### src/rtl/id_ex_stage.sv
// ID/EX pipeline register with operand forwarding, load-use bubbles and valid/ready flow control.
// Define ID_EX_FORWARDING_EN to forward from EX, EX/MEM and MEM/WB; otherwise hazards stall until writers retire.
module id_ex_stage #(
    parameter int DATA_WIDTH     = 32,
    parameter int REG_ADDR_WIDTH = 5
) (
    input  logic                      clk,
    input  logic                      rst,
    input  logic                      id_valid,
    output logic                      id_ready,
    input  logic [REG_ADDR_WIDTH-1:0] id_rs1_addr,
    input  logic [REG_ADDR_WIDTH-1:0] id_rs2_addr,
    input  logic [REG_ADDR_WIDTH-1:0] id_rd_addr,
    input  logic [DATA_WIDTH-1:0]     id_data_rs1,
    input  logic [DATA_WIDTH-1:0]     id_data_rs2,
    input  logic [DATA_WIDTH-1:0]     id_imm,
    input  logic                      id_alu_src,
    input  logic [1:0]                id_alu_inst,
    input  logic                      id_reg_write,
    input  logic                      id_mem_read,
    input  logic                      id_mem_write,
    input  logic                      id_branch,
    input  logic                      flush,
    input  logic                      ex_ready,
    input  logic [DATA_WIDTH-1:0]     alu_result,
    input  logic [REG_ADDR_WIDTH-1:0] exmem_rd_addr,
    input  logic                      exmem_reg_write,
    input  logic [DATA_WIDTH-1:0]     exmem_result,
    input  logic [REG_ADDR_WIDTH-1:0] memwb_rd_addr,
    input  logic                      memwb_reg_write,
    input  logic [DATA_WIDTH-1:0]     memwb_result,
    output logic                      ex_valid,
    output logic [DATA_WIDTH-1:0]     data_rs1,
    output logic [DATA_WIDTH-1:0]     source_2,
    output logic [1:0]                alu_inst,
    output logic [DATA_WIDTH-1:0]     ex_store_data,
    output logic [REG_ADDR_WIDTH-1:0] ex_rd_addr,
    output logic                      ex_reg_write,
    output logic                      ex_mem_read,
    output logic                      ex_mem_write,
    output logic                      ex_branch
);

    logic                  advance;
    logic                  hazard;
    logic                  rs2_used;
    logic [DATA_WIDTH-1:0] fwd_rs1;
    logic [DATA_WIDTH-1:0] fwd_rs2;

    assign advance  = !ex_valid || ex_ready;
    assign rs2_used = !id_alu_src || id_mem_write || id_branch;
    assign id_ready = advance && !hazard;

    // Register 0 is hard-wired, so it never matches any writer.
    function automatic logic addr_hit(input logic [REG_ADDR_WIDTH-1:0] writer,
                                      input logic [REG_ADDR_WIDTH-1:0] src);
        return (src != '0) && (writer == src);
    endfunction

`ifdef ID_EX_FORWARDING_EN
    function automatic logic [DATA_WIDTH-1:0] forward(input logic [REG_ADDR_WIDTH-1:0] src,
                                                      input logic [DATA_WIDTH-1:0]     rf);
        if (ex_valid && ex_reg_write && !ex_mem_read && addr_hit(ex_rd_addr, src))
            return alu_result;
        else if (exmem_reg_write && addr_hit(exmem_rd_addr, src))
            return exmem_result;
        else if (memwb_reg_write && addr_hit(memwb_rd_addr, src))
            return memwb_result;
        else
            return rf;
    endfunction

    always_comb begin
        hazard = 1'b0;
        if (ex_valid && ex_mem_read)
            hazard = addr_hit(ex_rd_addr, id_rs1_addr) ||
                     (rs2_used && addr_hit(ex_rd_addr, id_rs2_addr));
    end

    assign fwd_rs1 = forward(id_rs1_addr, id_data_rs1);
    assign fwd_rs2 = forward(id_rs2_addr, id_data_rs2);
`else
    // Without forwarding, any pending writer of a used source must retire first.
    function automatic logic pending(input logic [REG_ADDR_WIDTH-1:0] src);
        return (ex_valid && ex_reg_write && addr_hit(ex_rd_addr, src)) ||
               (exmem_reg_write && addr_hit(exmem_rd_addr, src)) ||
               (memwb_reg_write && addr_hit(memwb_rd_addr, src));
    endfunction

    logic unused_fwd_data;

    assign hazard          = pending(id_rs1_addr) || (rs2_used && pending(id_rs2_addr));
    assign fwd_rs1         = id_data_rs1;
    assign fwd_rs2         = id_data_rs2;
    assign unused_fwd_data = ^{alu_result, exmem_result, memwb_result};
`endif

    always_ff @(posedge clk) begin
        if (rst || flush || (advance && !(id_valid && id_ready))) begin
            ex_valid      <= 1'b0;
            data_rs1      <= '0;
            source_2      <= '0;
            alu_inst      <= '0;
            ex_store_data <= '0;
            ex_rd_addr    <= '0;
            ex_reg_write  <= 1'b0;
            ex_mem_read   <= 1'b0;
            ex_mem_write  <= 1'b0;
            ex_branch     <= 1'b0;
        end else if (advance) begin
            ex_valid      <= 1'b1;
            data_rs1      <= fwd_rs1;
            source_2      <= id_alu_src ? id_imm : fwd_rs2;
            alu_inst      <= id_alu_inst;
            ex_store_data <= fwd_rs2;
            ex_rd_addr    <= id_rd_addr;
            ex_reg_write  <= id_reg_write;
            ex_mem_read   <= id_mem_read;
            ex_mem_write  <= id_mem_write;
            ex_branch     <= id_branch;
        end
    end

endmodule

### config.mk
export PLATFORM = sky130hd
export DESIGN_NAME = id_ex_stage
export DESIGN_NICKNAME = d
export VERILOG_FILES = /design/src/rtl/id_ex_stage.sv
export SDC_FILE = /design/constraint.sdc
export NUM_CORES = 1
export LEC_CHECK = 0
export CELL_PAD_IN_SITES_DETAIL_PLACEMENT = 2
export CELL_PAD_IN_SITES_GLOBAL_PLACEMENT = 2
export CORE_ASPECT_RATIO = 1.75
export CORE_MARGIN = 1.5
export CORE_UTILIZATION = 21
export CTS_BUF_LIST = sky130_fd_sc_hd__clkbuf_8
export DETAILED_ROUTE_END_ITERATION = 8
export GPL_TIMING_DRIVEN = 1
export PLACE_DENSITY_LB_ADDON = 0.15
export SLEW_MARGIN = 20
export SYNTH_ARGS = -nofsm -noshare
export SYNTH_HDL_FRONTEND = slang
export SYNTH_SLANG_ARGS = --single-unit
### constraint.sdc
create_clock -name clk -period 3.3 [get_ports clk]
set_input_delay 0.66 -clock clk [delete_from_list [all_inputs] [get_ports clk]]
set_output_delay 0.66 -clock clk [all_outputs]
set_load 0.02 [all_outputs]
== Word level (Yosys, flattened, before mapping) ==
Index checks and enable logic that the tools add are counted.

* Eq/ne operators: 6
* Reductions and logical operators: 33
* Add/sub/neg operators: 0
* Shift operators: 0
* Divide/modulo/power cells: 0
* Bitwise operators: 0
* Muxes and demuxes: 1
* Multipliers: 0
* Magnitude comparators: 0

{| class="wikitable"
|+ Operators by type and width
! cell !! number
|-
| $mux 32 || 1
|-
| $eq 5x5->1 || 6
|-
| $logic_and 1x1->1 || 17
|-
| $logic_or 1x1->1 || 10
|-
| $reduce_bool 5->1 || 2
|-
| $logic_not 1->1 || 4
|}

* Register bits: 108
* Memory bits (writable): 0
* ROM bits: 0
* Bits in latches: 0
* Input port bits: 231
* Logic and storage cells: 50
* Memories: 0

== Logic depth before layout (Yosys ltp) ==
* Depth after elaboration: 13
* Gate-level depth with buffers: 8
* Depth with buffers taken out: 6

== Worst setup path after synthesis ==
OpenSTA, ideal clock, no wires.

* Path kind: input to output
* Start point: in ex_ready
* End point: out id_ready
* Path slack: 0.380 ns
* Arrival: 2.260 ns
* Stages: 6
* Cell sequence: nand2b_1 > clkbuf_1 > clkbuf_1 > clkbuf_1 > o31ai_1 > nor4_1

* Word-level cells in the longest chain between the ends: 2

{| class="wikitable"
|+ Ends and longest elaborated chain
! what !! RTL line !! source
|-
| start: declaration || 24 || <nowiki>input logic ex_ready,</nowiki>
|-
| $logic_or 1x1->1 || 50 || <nowiki>assign advance = !ex_valid || ex_ready;</nowiki>
|-
| $logic_and 1x1->1 || 52 || <nowiki>assign id_ready = advance && !hazard;</nowiki>
|-
| end: declaration || 10 || <nowiki>output logic id_ready,</nowiki>
|}

No other way between the ends.

== Worst setup path after layout ==
* Start point: in id_rs2_addr[3]
* End point: out id_ready

* Word-level cells in the longest chain between the ends: 9
* Elaborated cells on any way between the ends: 16

{| class="wikitable"
|+ Ends and longest elaborated chain
! what !! RTL line !! source
|-
| start: declaration || 12 || <nowiki>input logic [REG_ADDR_WIDTH-1:0] id_rs2_addr,</nowiki>
|-
| $eq 5x5->1 or $reduce_bool 5->1 (tied branches) || 57 || <nowiki>return (src != '0) && (writer == src);</nowiki>
|-
| $logic_and 1x1->1 || 57 ||
|-
| $logic_and 1x1->1 (on tied branches) || 85, 86 ||
|-
| $logic_or 1x1->1 || 85 || <nowiki>return (ex_valid && ex_reg_write && addr_hit(ex_rd_addr, src)) ||</nowiki>
|-
| $logic_or 1x1->1 * || 86 || <nowiki>(exmem_reg_write && addr_hit(exmem_rd_addr, src)) ||</nowiki>
|-
| $logic_and 1x1->1 * || 92 || <nowiki>assign hazard = pending(id_rs1_addr) || (rs2_used && pending(id_rs2_addr));</nowiki>
|-
| $logic_or 1x1->1 * || 92 ||
|-
| $logic_not 1->1 * || 52 ||
|-
| $logic_and 1x1->1 * || 52 ||
|}

Mark *: on every way between the ends. The rest lies on a longest branch, timed or not.

==> out/qor.tcl <==
set qor(result_of_the_run) {finished clean}
set qor(top_count_cell_post_synth) {sky130_fd_sc_hd__dfxtp_1}
set qor(globalRouteTotalUtil_pct) 16.42
set qor(die_width_um) 117.9
set qor(final.min_clock_period_ns) 3.156
set qor(worstSetupPathType) {primary input to output port}
set qor(crit_path_start_kind) {primary input}
set qor(timing_max_transition_violations_final) 0
set qor(postSynthAreaPerCell_um2) 10.62
set qor(leak_nw) 3.436
set qor(async_reset_ff_share_pct) 0
set qor(antenna-diode-count) 0
set qor(postSynth.topFlopCell) {sky130_fd_sc_hd__dfxtp_1}
set qor(antenna_found_initial) 0
set qor(synth-seq-cells) 108
set qor(post_drt_via_cell_ratio) 4.513
set qor(worst_setup_path_end_kind) {output port}
set qor(commonest_cells_post_synth) {108 x sky130_fd_sc_hd__dfxtp_1, 107 x sky130_fd_sc_hd__mux2i_1, 75 x sky130_fd_sc_hd__a21oi_1}
set qor(tritoncts_clock_tree) {yes}
set qor(hp-class) {flop to flop}
set qor(grt_max_degree) 141
set qor(dp_slack_ns) -0.3458
set qor(detail_route.first_pass.iterations) 4
set qor(placement_rows) 73
set qor(synth.area.top_cells) {sky130_fd_sc_hd__dfxtp_1 45%, sky130_fd_sc_hd__mux2i_1 22%, sky130_fd_sc_hd__a221oi_2 9.9%}
set qor(powerDensity_mw_per_mm2) 358.5
set qor(min_period_over_period_pct) 95.63
set qor(maxCapViolations) 0
set qor(grt_setup_unrepaired) {false}
set qor(drt_drc_violations_left) 0
set qor(gr-total-overflow) 0
set qor(drive_gt1_share_pct) 12.61
set qor(yosysTopAreaCell) {sky130_fd_sc_hd__dfxtp_1}
set qor(synth.lib_cells_used.distinct) 24
set qor(critical_path_arrival_ns) 2.50
set qor(flow.area_growth_from_synthesis_pct) 65.20
set qor(postSynthCellCount) 457
set qor(grt_pass1_vias) 5007
set qor(finalWeightedCongestion) 0.7753
set qor(seq_total_area_yosys_pct) 44.55
set qor(worst_slew_margin_rel_pct) 37.50
set qor(final_antenna_net_count) 0
set qor(hpwlAfterDp_um) 14720
set qor(cp_max_fo) 3
set qor(finClkSkew_ns) 0.008757
set qor(cts_hold_repair.buffers) 0
set qor(initial_utilization_pct) 21.34
set qor(timing_worst_slew_pin_value_ns) 0.9375
set qor(worst_setup_hold_path_clk_slew_ns) 0.10
set qor(yosys_warnings) 0
set qor(report.final.hold_viol_count) 0
set qor(design.portCount) 340
set qor(finalWorstSetupSlack_ns) 0.1444
set qor(cts_buffer_count) 9
set qor(detail_route.wl_per_cell_um) 19.59
set qor(max-clock-path-buffers) 2
set qor(core_mm2) 0.02274
set qor(num_vias) 4540
set qor(final.hold.worst_slack_ns) 0.5277
set qor(synth-edff-count) 0
set qor(tritoncts_sink_count) 108
set qor(drtIter0Drc) 99
set qor(synthDominantCellAreaShare_pct) 44.55
set qor(portBuffers) 243
set qor(synth.cell_area_mm2) 0.004853
set qor(cts-htree-levels) 3
set qor(grt_first_pass_wirelength_um) 29990
set qor(ctsRootBufferMaster) {sky130_fd_sc_hd__clkbuf_8}
set qor(maxClockFrequency_mhz) 316.9
set qor(synth.net_count) 688
set qor(slack_of_the_worst_reg_to_reg_path_ns) 0.92
set qor(final_nets) 932
set qor(worst_ir_drop_vdd_mv) 0.1624
set qor(die_height_um) 204.1
set qor(required_ns) 2.64
set qor(finalSetupViolations) 0
set qor(design.die.area_mm2) 0.02407
set qor(clk_latency_ns) 0.40
set qor(postRouteWirelength_um) 19710
-- repair_timing --
action,in CTS,in global routing
buffers inserted,0,0
cloned,0,0
setup endpoints to repair,1,1
pin swaps,1,0
resized for setup,6,1
-- stage by stage --
stage	power [mW]	TNS [ns]	area (um^2)	util (%)	cells
2_1_floorplan	1.682	0	4853	-	457
3_3_place_gp	2.035	-0.7945	7811	34.35	990
3_5_place_dp	2.052	-0.7387	7811	34.35	990
4_1_cts	2.951	0	8024	35.28	1006
5_1_grt	3.030	0	8018	35.25	1006
6_report	2.874	0	8018	35.25	1006
-- flip-flops by register name, indices dropped and copies added (netlist names) --
signal,flops
ex_valid,1
ex_reg_write,1
source_2,32
data_rs1,32
ex_mem_read,1
ex_store_data,32
ex_rd_addr,5
ex_mem_write,1
ex_branch,1
alu_inst,2
-- per-layer routing --
metal / vias to the layer above / track usage (%) / wire length [um]
met4: 0 / 6.533 / 442
met2: 167 / 29.93 / 10350
met5: - / 0 / 0
li1: 2154 / - / -
met3: 18 / 4.492 / 1161
met1: 2201 / 17.90 / 7757
-- final timing paths --
path / startpoint / to / cells after the start
setup / recovery: id_rs2_addr[3] / id_ready / 9
hold / removal: source_2[7]$_SDFFE_PP0P_ / source_2[7]$_SDFFE_PP0P_ / 2
setup reg to reg: ex_rd_addr[1]$_SDFFE_PP0P_ / data_rs1[11]$_SDFFE_PP0P_ / 9
hold reg to reg: source_2[7]$_SDFFE_PP0P_ / source_2[7]$_SDFFE_PP0P_ / 2
-- final cells by class --
type	instances	area [um^2]
flip-flops and latches	108	2162
repair buffers	276	2758
multi-input cells	306	2522
clock inverters	7	76.32
clock buffers	9	123.9
fillers	2465	14730
well taps	300	375.4
-- worst max-delay path: stages --
cell and delay, ns:
sky130_fd_sc_hd__clkdlybuf4s50_1 0.55, sky130_fd_sc_hd__buf_4 0.15, sky130_fd_sc_hd__xor2_1 0.20, sky130_fd_sc_hd__nor4_2 0.09
sky130_fd_sc_hd__nand3_1 0.08, sky130_fd_sc_hd__and3_1 0.20, sky130_fd_sc_hd__nor2_1 0.06, sky130_fd_sc_hd__nor4_1 0.28
sky130_fd_sc_hd__buf_2 0.22
-- power by group --
| group | switching, mW | internal [mW] | total [mW] |
|---|---|---|---|
| combinational | 0.280 | 0.351 | 0.631 |
| clock | 0.505 | 0.355 | 0.860 |
| sequential | 0.0302 | 1.35 | 1.38 |
-- cell usage in the layout, fill, tap and decap left out, types with 2 or more instances in the layout --
cell                              synthesis  layout
sky130_fd_sc_hd__a21oi_1                 75      75
sky130_fd_sc_hd__a221oi_2                32      32
sky130_fd_sc_hd__buf_12                   0       7
sky130_fd_sc_hd__buf_2                    0       2
sky130_fd_sc_hd__buf_4                    1      26
sky130_fd_sc_hd__clkbuf_8                 0       9
sky130_fd_sc_hd__clkdlybuf4s50_1          0     241
sky130_fd_sc_hd__clkinv_4                 0       2
sky130_fd_sc_hd__clkinvlp_4               0       2
sky130_fd_sc_hd__dfxtp_1                108     108
sky130_fd_sc_hd__mux2i_1                107     107
sky130_fd_sc_hd__nand2_1                  3       3
sky130_fd_sc_hd__nand2b_4                 0       2
sky130_fd_sc_hd__nand3_1                  3       3
sky130_fd_sc_hd__nand4_1                  4       4
sky130_fd_sc_hd__nor2_1                  35      35
sky130_fd_sc_hd__nor4_1                   5       4
sky130_fd_sc_hd__or4_1                    2       2
sky130_fd_sc_hd__xnor2_1                 16      16
sky130_fd_sc_hd__xor2_1                  14      14
-- cells by family after synthesis --
group                  synth area share (%)
AO/OA/AOI/OAI                         18.25
XOR/XNOR                              5.414
AND/OR/NAND/NOR                       5.543
buffers and inverters                 4.176
multiplexers                          22.07
flip-flops                            44.55
Power figures use the tool's default switching activity.
==> patch, RTL diff (same settings) <==
Change the parameter `DATA_WIDTH` from 32 to 24.
--- a/src/rtl/id_ex_stage.sv
+++ b/src/rtl/id_ex_stage.sv
@@ -3,3 +3,3 @@
 module id_ex_stage #(
-    parameter int DATA_WIDTH     = 32,
+    parameter int DATA_WIDTH     = 24,
     parameter int REG_ADDR_WIDTH = 5
Interface: changed (9 resized); port bits go from 340 to 268. The function was not compared with the original's and may differ.
==> patch against the original RTL <==
  * First-iteration DRC count down 60%
  * Final area down 16%
  * Via count down 19%
  * Sequential cell count down 24
  * Area after synthesis down 14%
  * Final cell count down 18%
  * Worst setup slack worse by 0.0089 ns
  * Routed wire length down 21%
  * Synthesized cell count down 19%
  * Power down 17%
  * Critical path type unchanged
  * Largest cell class unchanged
  * Largest power group unchanged
==> patch: results (changes against the original RTL) <==
status=complete, no violations (unchanged); HPWL after DPL=11530 um (was 14720 um); Mean Syn Cell Area=11.35 um^2 (was 10.62 um^2); Largest regs=data_rs1 (24), ex_store_data (24), source_2 (24) (was data_rs1 (32), ex_store_data (32), source_2 (32)); vias per inst=4.475 (was 4.513); drt first pass iters=3 (was 4); final net count=760 (was 932); Critical Path AT=2.50 ns (about the same); clock edge transition at the registers on the reported setup and hold paths=0.08 ns (was 0.10 ns); largest net degree at the start of global routing=109 (was 141); Post-Syn Nets=551 (was 688); clk_skew=0.008653 ns (was 0.008757 ns); Yosys cell types=25 (was 24); worst-path maximum fanout=4 (was 3); layout cells sized above 1=0.2431 (was 0.1261); hold crit path type=reg -> reg (unchanged); yosys warns=0 (unchanged); worst vdd ir=0.1351 mV (was 0.1624 mV); ys async rst share=0 (unchanged); initial antenna violation count=1 (was 0); Post-synth top cells=dfxtp_1 (84), mux2i_1 (83), a21oi_2 (59), nor2_1 (27), a221oi_2 (24) (was dfxtp_1 (108), mux2i_1 (107), a21oi_1 (75), clkbuf_1 (37), nor2_1 (35)); first-pass GRT wire length=23120 um (was 29990 um); gr usage total=0.1507 (was 0.1642); Max transition margin=0.4779 (was 0.3750); remaining global-route overflow=0 (unchanged); IO buf count=195 (was 243); leak pwr=0.002807 uW (was 0.003436 uW); Placement Setup Slack=-0.3874 ns (was -0.3458 ns); DRT iter0 DRCs=40 (was 99); vias=3692 (was 4540); post-synthesis sequential area ratio=0.4026 (was 0.4455); placed insts=811 (was 990); number of setup buffers added after CTS=0 (unchanged); Routed wire per std cell=18.87 um (was 19.59 um); clk_lat worst skew=0.37 ns (was 0.40 ns); gpl congestion=0.8433 (was 0.7753); vias in the first global route=4210 (was 5007); top cells by area, synth=dfxtp_1 (40%), mux2i_1 (20%), a21oi_2 (12%), a221oi_2 (8.6%), xnor2_1 (3.8%) (was dfxtp_1 (45%), mux2i_1 (22%), a221oi_2 (9.9%), a21oi_1 (7.7%), xnor2_1 (2.9%))
[patch: worst max-delay path, cell delays in order]
cell             delay, ns
clkdlybuf4s50_1       0.56
xor2_1                0.23
nor4_2                0.34
nand4_1               0.14
and3_1                0.21
nor2_1                0.12
nor4_2                0.06
buf_2                 0.18
[patch: final timing paths]
check                      start     endpoint  slack (ns)  cells after the start
setup / recovery  id_rs2_addr[0]     id_ready        0.14                      8
hold / removal       source_2[7]  source_2[7]        0.53                      2
setup reg to reg   ex_rd_addr[3]  data_rs1[4]        1.02                      9
hold reg to reg      source_2[7]  source_2[7]        0.53                      2
[patch: stage by stage]
stage | hold slack [ns] | area (um^2)
final | 0.5269 | 6741
after global routing | 0.5512 | 6741
after CTS | 0.5330 | 6735
after floorplan | 0.5901 | 4177
after global placement | 0.5056 | 6545
after detailed placement | 0.5149 | 6545
[patch: where the power goes]
| group | switching, uW | internal, uW | leakage (uW) | total [uW] |
|---|---|---|---|---|
| combinational | 242 | 300 | 0.00202 | 543 |
| clock | 376 | 380 | 0.000102 | 756 |
| sequential | 23.6 | 1050 | 0.000684 | 1080 |
[patch: cells by family after synthesis]
kind of cell | Yosys count | synth area share
muxes | 83 | 0.1989
AOI/OAI and AO/OA | 87 | 0.2172
xor gates and xnor gates | 30 | 0.06291
buffers and inverters | 33 | 0.06051
and+or+nand+nor | 51 | 0.05782
DFF | 84 | 0.4026
[patch: repair_timing]
| action | 4_1_cts | 5_1_grt |
|---|---|---|
| pin swaps | 1 | 1 |
| setup endpoints to repair | 1 | 1 |
| gates resized for setup | 7 | 1 |
[patch: per-layer routing]
layer  track usage  vias up  routed length, um
met2        0.2967      116               9046
met3       0.03118       22                762
met4       0.06943        2                428
met5             0        -                  8
li1              -     1758                  -
met1        0.1423     1794               5324
[patch: area by class of cell]
class                           count  area, um^2
Tap cell                          245       306.5
Fill cell                        2123       12910
Sequential cell                    84        1682
Clock buffer                       11       151.4
Multi-Input combinational cell    251        2277
Clock inverter                      3       38.79
Timing Repair Buffer              231        2286
